## config.mk

```make
export PLATFORM = sky130hd
export DESIGN_NAME = osc_voice_mixer
export DESIGN_NICKNAME = d
export VERILOG_FILES = /design/src/rtl/osc_voice_mixer.sv
export SDC_FILE = /design/constraint.sdc
export NUM_CORES = 1
export LEC_CHECK = 0
export ABC_AREA = 1
export BUFFER_PORTS_ARGS = -buffer_cell sky130_fd_sc_hd__buf_2
export CAP_MARGIN = 20
export CORE_ASPECT_RATIO = 0.9
export CORE_MARGIN = 1.5
export CORE_UTILIZATION = 55
export CTS_CLUSTER_SIZE = 8
export DETAILED_ROUTE_END_ITERATION = 10
export GPL_TIMING_DRIVEN = 0
export MAX_ROUTING_LAYER = met4
export PLACE_DENSITY_LB_ADDON = 0.3
export SYNTH_ARGS = -nofsm -noshare
export SYNTH_HDL_FRONTEND = slang
export SYNTH_SLANG_ARGS = --single-unit
```

## constraint.sdc

```tcl
create_clock -name sCLK_XVXENVS -period 2.7 [get_ports sCLK_XVXENVS]
set_clock_uncertainty 0.1 [all_clocks]
set_input_delay 0.27 -clock sCLK_XVXENVS [delete_from_list [all_inputs] [get_ports sCLK_XVXENVS]]
set_output_delay 0.27 -clock sCLK_XVXENVS [all_outputs]
set_load 0.01 [all_outputs]
```

## src/rtl/osc_voice_mixer.sv

```systemverilog
// -----------------------------------------------------------------------------
// osc_voice_mixer
//
// Purpose:
//   Takes the time-multiplexed sine samples of every (voice, osc) slot, scales
//   each one by its envelope level, zeroes slots of free voices, and adds all
//   slots of a frame into one mixed sample. It also checks that the slots
//   arrive in order.
//
//   Slot order: ox counts fastest, (0,0) .. (VOICES-1, V_OSC-1).
//   Cycles with slot_valid=0 are gaps. State holds during a gap.
//
//   Latency: the last slot sampled at edge N updates mix_out, voice_active_cnt
//   and mix_valid at edge N+2.
//
// Handshake:
//   slot_valid is a qualifier with no back-pressure. A slot counts only in a
//   cycle where slot_valid=1. mix_valid is a one-cycle pulse, and mix_out and
//   voice_active_cnt hold their values between pulses.
//
// Optional feature:
//   OSC_VOICE_MIXER_SAT_EN - when defined, the frame sum saturates to
//   OUT_WIDTH. When undefined, it wraps in two's complement.
//
// Ports:
//   sCLK_XVXENVS      clock
//   reset_reg         asynchronous active-high reset
//   slot_valid        slot qualifier for vx/ox/sine_in/env_level
//   vx, ox            voice / osc index of the current slot
//   sine_in           17-bit signed sine sample
//   env_level         8-bit unsigned envelope level
//   voice_free        1 = voice idle, so its slots add 0
//   seq_err_clr       clears the sticky seq_err flag (a set in the same cycle wins)
//   mix_out           signed mixed frame sample
//   mix_valid         one-cycle pulse when mix_out updates
//   voice_active_cnt  number of non-free voices in the last frame
//   seq_err           sticky slot-sequence error
// -----------------------------------------------------------------------------
module osc_voice_mixer #(
    parameter int VOICES    = 8,
    parameter int V_OSC     = 4,
    parameter int V_WIDTH   = 3,
    parameter int O_WIDTH   = 2,
    parameter int OUT_WIDTH = 20,
    parameter int ACC_WIDTH = 18 + V_WIDTH + O_WIDTH
) (
    input  logic                 sCLK_XVXENVS,
    input  logic                 reset_reg,
    input  logic                 slot_valid,
    input  logic [V_WIDTH-1:0]   vx,
    input  logic [O_WIDTH-1:0]   ox,
    input  logic [16:0]          sine_in,
    input  logic [7:0]           env_level,
    input  logic [VOICES-1:0]    voice_free,
    input  logic                 seq_err_clr,
    output logic [OUT_WIDTH-1:0] mix_out,
    output logic                 mix_valid,
    output logic [V_WIDTH:0]     voice_active_cnt,
    output logic                 seq_err
);

    localparam int SLOT_W = V_WIDTH + O_WIDTH;
    localparam logic [SLOT_W-1:0] LAST_SLOT = SLOT_W'(VOICES * V_OSC - 1);

    typedef enum logic {ST_SYNC, ST_RUN} state_t;

    state_t                        state_q, state_d;
    logic [SLOT_W-1:0]             exp_slot_q, exp_slot_d;
    logic                          seq_err_q, seq_err_d;

    logic                          s1_valid_q, s1_valid_d;
    logic                          s1_first_q, s1_first_d;
    logic                          s1_last_q, s1_last_d;
    logic                          s1_active_q, s1_active_d;
    logic signed [17:0]            s1_scaled_q, s1_scaled_d;

    logic signed [ACC_WIDTH-1:0]   acc_q, acc_d;
    logic [V_WIDTH:0]              cnt_q, cnt_d;
    logic                          s2_done_q, s2_done_d;

    logic [OUT_WIDTH-1:0]          mix_out_q, mix_out_d;
    logic                          mix_valid_q, mix_valid_d;
    logic [V_WIDTH:0]              cnt_out_q, cnt_out_d;

    logic [SLOT_W-1:0]             slot_idx;
    logic                          accept, first, last, seq_err_set;
    logic signed [25:0]            prod;

    assign slot_idx = {vx, ox};

    // Tracks the expected slot, decides whether to accept the slot, and marks frame boundaries.
    always_comb begin
        state_d     = state_q;
        exp_slot_d  = exp_slot_q;
        accept      = 1'b0;
        first       = 1'b0;
        last        = 1'b0;
        seq_err_set = 1'b0;
        case (state_q)
            ST_SYNC: begin
                if (slot_valid && slot_idx == '0) begin
                    accept     = 1'b1;
                    first      = 1'b1;
                    exp_slot_d = SLOT_W'(1);
                    state_d    = ST_RUN;
                end
            end
            ST_RUN: begin
                if (slot_valid) begin
                    if (slot_idx == exp_slot_q) begin
                        accept     = 1'b1;
                        first      = (exp_slot_q == '0);
                        last       = (exp_slot_q == LAST_SLOT);
                        // The slot count is a power of two, so this wraps to (0,0) after the last slot.
                        exp_slot_d = exp_slot_q + SLOT_W'(1);
                    end else begin
                        seq_err_set = 1'b1;
                        if (slot_idx == '0) begin
                            // An out-of-order (0,0) starts a new frame immediately.
                            accept     = 1'b1;
                            first      = 1'b1;
                            exp_slot_d = SLOT_W'(1);
                        end else begin
                            state_d    = ST_SYNC;
                            exp_slot_d = '0;
                        end
                    end
                end
            end
            default: begin
                state_d    = ST_SYNC;
                exp_slot_d = '0;
            end
        endcase
    end

    // Stage 1: scale by envelope. A signed 17x9 product shifted right by 8
    // always fits in 18 bits, so a slice of the product is enough.
    assign prod = $signed(sine_in) * $signed({1'b0, env_level});

    always_comb begin
        s1_valid_d  = accept;
        s1_first_d  = first;
        s1_last_d   = last;
        s1_scaled_d = voice_free[vx] ? 18'sd0 : prod[25:8];
        s1_active_d = (ox == '0) && !voice_free[vx];
    end

    // Stage 2: accumulate. A partial frame left by a sequence error is dropped
    // because the next frame's first slot reloads the accumulator.
    always_comb begin
        acc_d     = acc_q;
        cnt_d     = cnt_q;
        s2_done_d = s1_valid_q && s1_last_q;
        if (s1_valid_q) begin
            if (s1_first_q) begin
                acc_d = {{(ACC_WIDTH-18){s1_scaled_q[17]}}, s1_scaled_q};
                cnt_d = {{V_WIDTH{1'b0}}, s1_active_q};
            end else begin
                acc_d = acc_q + {{(ACC_WIDTH-18){s1_scaled_q[17]}}, s1_scaled_q};
                cnt_d = cnt_q + {{V_WIDTH{1'b0}}, s1_active_q};
            end
        end
    end

`ifdef OSC_VOICE_MIXER_SAT_EN
    localparam logic signed [ACC_WIDTH-1:0] SAT_MAX =
        ACC_WIDTH'((64'sd1 <<< (OUT_WIDTH-1)) - 64'sd1);
    localparam logic signed [ACC_WIDTH-1:0] SAT_MIN =
        ACC_WIDTH'(-(64'sd1 <<< (OUT_WIDTH-1)));
    logic unused_bits;
    assign unused_bits = ^prod[7:0];
`else
    logic unused_bits;
    assign unused_bits = ^{prod[7:0], acc_q[ACC_WIDTH-1:OUT_WIDTH]};
`endif

    // Output stage: register the completed frame one edge after its last add.
    always_comb begin
        mix_out_d   = mix_out_q;
        cnt_out_d   = cnt_out_q;
        mix_valid_d = s2_done_q;
        if (s2_done_q) begin
            cnt_out_d = cnt_q;
`ifdef OSC_VOICE_MIXER_SAT_EN
            if (acc_q > SAT_MAX) begin
                mix_out_d = SAT_MAX[OUT_WIDTH-1:0];
            end else if (acc_q < SAT_MIN) begin
                mix_out_d = SAT_MIN[OUT_WIDTH-1:0];
            end else begin
                mix_out_d = acc_q[OUT_WIDTH-1:0];
            end
`else
            mix_out_d = acc_q[OUT_WIDTH-1:0];
`endif
        end
    end

    // If a set and a clear arrive in the same cycle, the set wins.
    always_comb begin
        seq_err_d = seq_err_q;
        if (seq_err_set) begin
            seq_err_d = 1'b1;
        end else if (seq_err_clr) begin
            seq_err_d = 1'b0;
        end
    end

    always_ff @(posedge sCLK_XVXENVS or posedge reset_reg) begin
        if (reset_reg) begin
            state_q     <= ST_SYNC;
            exp_slot_q  <= '0;
            seq_err_q   <= 1'b0;
            s1_valid_q  <= 1'b0;
            s1_first_q  <= 1'b0;
            s1_last_q   <= 1'b0;
            s1_active_q <= 1'b0;
            s1_scaled_q <= '0;
            acc_q       <= '0;
            cnt_q       <= '0;
            s2_done_q   <= 1'b0;
            mix_out_q   <= '0;
            mix_valid_q <= 1'b0;
            cnt_out_q   <= '0;
        end else begin
            state_q     <= state_d;
            exp_slot_q  <= exp_slot_d;
            seq_err_q   <= seq_err_d;
            s1_valid_q  <= s1_valid_d;
            s1_first_q  <= s1_first_d;
            s1_last_q   <= s1_last_d;
            s1_active_q <= s1_active_d;
            s1_scaled_q <= s1_scaled_d;
            acc_q       <= acc_d;
            cnt_q       <= cnt_d;
            s2_done_q   <= s2_done_d;
            mix_out_q   <= mix_out_d;
            mix_valid_q <= mix_valid_d;
            cnt_out_q   <= cnt_out_d;
        end
    end

    assign mix_out          = mix_out_q;
    assign mix_valid        = mix_valid_q;
    assign voice_active_cnt = cnt_out_q;
    assign seq_err          = seq_err_q;

endmodule

```

# == Yosys cells after proc, flatten, opt, wreduce, memory -nomap -nowiden ==
# Cells that the tools add are included.
# totals
regBits,82
latch_bits,0
ram_bits,0
rom_bits,0
in_bits,42
word_cells,61
memories,0
# classes
add_sub_neg,3
multipliers,1
n_div,0
order_cmp,1
eq_ne,4
shift,0
n_mux,28
bitwise,1
reduce_logical,9
# op_table
cell,n
$mul 17x9->26,1
$add 23x23->23,1
$mux 23,1
$mux 18,1
$mux 1,17
$mux 5,3
$logic_not 5->1,2
$pmux 5 s2,1
$pmux 1 s2,3
$add 5x1->5 const B,1
$eq 5x5->1,1
$eq 5x5->1 const B,1
$add 4x1->4,1
$lt 3x4->1 const B,1
$mux 4,1
$ne 2x2->1 const B,2
$bmux 1 s3,1
$logic_and 1x1->1,3
$logic_not 2->1,1
$reduce_and 2->1,1
$reduce_bool 2->1,1
$logic_not 1->1,1
$not 1->1,1

# == Depth between registers and ports, before layout ==
# logic_depth
word_depth,5
depth_mapped,24
depth_no_buf,22

# == Least setup slack after synthesis ==
# Ideal clock, no wire load.
# synth_timing
path_type,input to register
start,in env_level[2]
end,reg s1_scaled_q[15]
setup_time_ns,0.120
arrival_time_ns,4.164
slack_ns,-1.684
cell_stages,19
n_path_buf,2
cell_sequence,clkbuf_1 -> clkbuf_1 -> nand2_1 -> fa_1 -> inv_1 -> fa_1 -> fa_1 -> inv_1 -> fa_1 -> inv_1 -> ha_1 -> a21oi_1 -> inv_1 -> a31oi_1 -> o21ai_0 -> nand2_1 -> nand3_1 -> o21ai_0 -> nor2_1
# synth_between
elab_chain_cells,2
# synth_lines
item,line_no,rtl
start: declaration,53,"input logic [7:0] env_level,"
$mul 17x9->26,139,"assign prod = $signed(sine_in) * $signed({1'b0, env_level});"
$mux 18,145,s1_scaled_d = voice_free[vx] ? 18'sd0 : prod[25:8];
via s1_scaled_d[15],75,"logic signed [17:0] s1_scaled_q, s1_scaled_d;"
end signal: assignment,233,s1_scaled_q <= s1_scaled_d;
end: declaration,75,
# The timed path passes the listed nets, and every way through them passes these cells.
# A chain may end at the register's enable or synchronous reset.

# == Worst setup path in the final report ==
# layout_timing
start,in env_level[5]
end,reg s1_scaled_q[15]
# Same word-level chain as after synthesis.

==> impl_metrics.toml <==
[status]
status = "complete, but fails checks"
violations = "negative setup slack"

[global_route]
grt-ovfl-total = 0
grt_pass1_wl_um = 38190
grt_pass1_vias = 8187
grt_max_degree = 77
antenna_found_initial = 0
grtUsageTotal = 0.2724

[finish]
antenna_cells = 0
final_layout_size_suffix_gt1_frac = 0.2447
syn_to_final_growth_pct = 23.97
instances_no_fill = 1608
nets = 1591
seqCellArea_um2 = 1977
fill_cells = 1350
multiInputGateArea_um2 = 7099

[setup_path]
critical_path.max_fanout = 9
cpPeakStageDelay_ps = 570
cp_top_family = "adder cells"
path_cells = "clkbuf_16 > buf_8 > nand2_1 > inv_1 > fa_1 > fa_1 > fa_1 > inv_2 > fa_1 > inv_1 > ha_4 > nand2_4 > nor2_4 > inv_2 > nor3_4 > nand3_2 > nand3_2 > nand2_1 > inv_1 > nor2_2"
r2r_setup_slack_ps = 350
reg2reg_to = "acc_q[12]"
crit_buf_inv = 7
cp-start-kind = "input pin"
crit_type = "in -> reg"
critPathArrivalTime_ps = 3970
r2r-start = "acc_q[0]"
crit_path_top_delay_cell = "fa_1"
crit_required_ps = 2830
cp-end-kind = "flop"
cpMostUsedCell = "fa_1"
r2r_cells = 12

[run]
cap_viol_max_count = 0

[clock_tree]
cts_made_buffers = 9
cts.sinks = 79
clock-root-buffer = "clkbuf_16"
worstSkewPairLatency_ps = 340
clk_path_buf_depth = 2
cts_tree = "done"
htree_num_levels = 3
clk_pin_slew_ps = 60

[power]
ir_worst_vdd_mv = 0.8036
power.leakage_uw = 0.006714
p_per_area_nw_per_um2 = 1083

[synth]
synthCells = 1278
yosysSeqAreaShare = 0.2059
synth_edf_count = 0
syn_nets = 1500
synth_area_um2 = 9599
ys_ff_latch = 79
ys_types = 45
async_flop_share = 1.000
synth_area_per_cell_um2 = 7.511
ys_warn_count = 0
ys.flop_type = "dfrtp_1"

[routing]
ant_nets = 0
viasPerCell = 5.141
first_iter_violations = 558
wl_per_cell_um = 14.11
dr.pass1.iters = 5
vias = 8267
drc_errors = 0
wl_um = 22690

[sta]
period_share = 1.423
fin_ws_ps = -1141
fmax_mhz = 260.3
relSlewSlack = 0.5233
drv_slew = 0
grt_setup_unrepaired = "true"
hold_viol = 0
worstMarginPinSlew_ps = 715.0
finalCriticalPeriod_ps = 3841
whs_ps = 23.82
setup_viol_count_final = 18

[die]
dieWidth_um = 142.3
coreArea_um2 = 16950
die_area_um2 = 18260
initial_core_util = 0.5664
ios = 68
die_h_um = 128.3
row_count = 45

[min_path]
hold-path-cell-count = 2
hold_class = "in -> reg"
hold-path-endpoint = "seq_err"
min_from = "seq_err_clr"

[place]
post-place-cells = 1556
place_congestion = 0.9498
portBuffers = 42
dpl.hpwl_um = 17830
preCtsSetupSlack_ps = -1737
## routing by layer
| layer | global-route usage | part of all wire |
|---|---|---|
| met1 | 0.3736 | 0.46 |
| met2 | 0.4324 | 0.47 |
| met3 | 0.04689 | 0.060 |
| met4 | 0.04973 | 0.0078 |
| met5 | - | 0 |
## registers in the layout, indices dropped and copies added (netlist names), 4 cells and up
| register | count |
|---|---|
| acc_q | 20 |
| cnt_q | 4 |
| exp_slot_q | 5 |
| mix_out | 20 |
| s1_scaled_q | 18 |
| voice_active_cnt | 4 |
## worst reg2reg max path, cell delays in order, from the launching register on
cell     delay, ps
dfrtp_1        380
ha_1           210
inv_1           90
fa_1           390
nor2_1         160
nand2_1         70
nand2_1        120
nand3_1         90
nand2_1        170
a21oi_1        110
or2_0          210
nand3_1         70
nand3_1         70
## cell type report
cell class,count,area share
clock inverters,4,0.001998
flip-flops and latches,79,0.1661
well taps,235,0.02471
multi-input cells,837,0.5966
plain buffers,42,0.03943
clock buffers,11,0.01956
repair buffers,80,0.04900
inverters,320,0.1026
## cell families (layout without fill, tap and decap cells)
group,count (synthesis),after routing,share of synthesized area
fa+ha+maj,180,180,0.3191
simple gates,497,497,0.2126
buf+inv,362,457,0.1435
flops,79,79,0.2059
xor+xnor,24,24,0.02190
compound gates,115,115,0.07247
mux,21,21,0.02451
## worst max path at each step
stage,start,slack (ps),end,depth (start not counted)
floorplan,sine_in[16],-1240,s1_scaled_q[17],21
global placement,env_level[6],-1700,s1_scaled_q[14],18
detailed placement,env_level[6],-1740,s1_scaled_q[14],19
CTS,env_level[2],-1120,s1_scaled_q[15],19
global route,env_level[2],-1290,s1_scaled_q[15],20
finish,env_level[5],-1140,s1_scaled_q[15],20
## metrics by stage
step                      power [µW]  TNS [ps]  area [µm²]    util
after global placement          9364    -72380       10710  0.6321
after CTS                      11610    -18030       11520  0.6797
after floorplan                 8033    -20720       10210       -
after global routing           14120    -21400       11900  0.7022
final                          12890    -18700       11900  0.7022
after detailed placement        9530    -28300       10740  0.6339
## power by group
group | internal [µW] | switching, µW | total [µW] | leakage (µW)
logic | 4330 | 5790 | 10100 | 0.00553
clock network | 614 | 459 | 1070 | 0.000129
registers | 1460 | 232 | 1700 | 0.00106
total | 6410 | 6480 | 12900 | 0.00671
## timing repair
| item | 4_1_cts | 5_1_grt |
|---|---|---|
| gates resized for setup | 73 | 90 |
| setup buffers | 14 | 16 |
| gates cloned | 6 | 0 |
| setup endpoints to repair | 18 | 18 |
| endpoints found under the hold margin | 79 | 0 |
| pin swaps | 46 | 67 |
| hold buffers | 1 | 0 |
## placed cells by master (no fill, tap or decap), types with 9 or more instances in the layout
cell and n:
nand2_1 277, inv_1 275, fa_1 102, nor2_1 80, dfrtp_1 79, ha_1 55, buf_2 49, nand2_2 36
a21oi_1 35, inv_2 35, buf_4 30, nand3_1 28, clkbuf_16 21, nand2_4 20, mux2_2 20, ha_4 17
o21ai_0 12, nand4_1 12, clkbuf_2 12, xnor2_1 11, xor2_1 10, o211ai_1 9, nor2_4 9
## Yosys cell counts, types with 3 or more instances
library cell / n / area share
a21oi_1: 48 / 0.025
nor2_1: 93 / 0.036
nand4_1: 12 / 0.0078
nand3b_1: 5 / 0.0039
mux2_2: 20 / 0.023
o21bai_1: 9 / 0.0070
clkbuf_1: 29 / 0.011
xor2_1: 10 / 0.0091
o21ai_0: 23 / 0.012
dfrtp_1: 79 / 0.21
inv_1: 317 / 0.12
a21boi_0: 4 / 0.0031
o211ai_1: 9 / 0.0070
fa_1: 108 / 0.23
o22ai_1: 4 / 0.0026
and2_1: 3 / 0.0020
xnor2_1: 14 / 0.013
nand3_1: 32 / 0.017
ha_1: 72 / 0.094
a21o_1: 4 / 0.0031
clkbuf_2: 7 / 0.0036
nand2_1: 325 / 0.13
nor3_1: 11 / 0.0057
buf_2: 5 / 0.0026
a22o_1: 3 / 0.0027
nand2_2: 8 / 0.0052
Power figures use the tool's default switching activity.
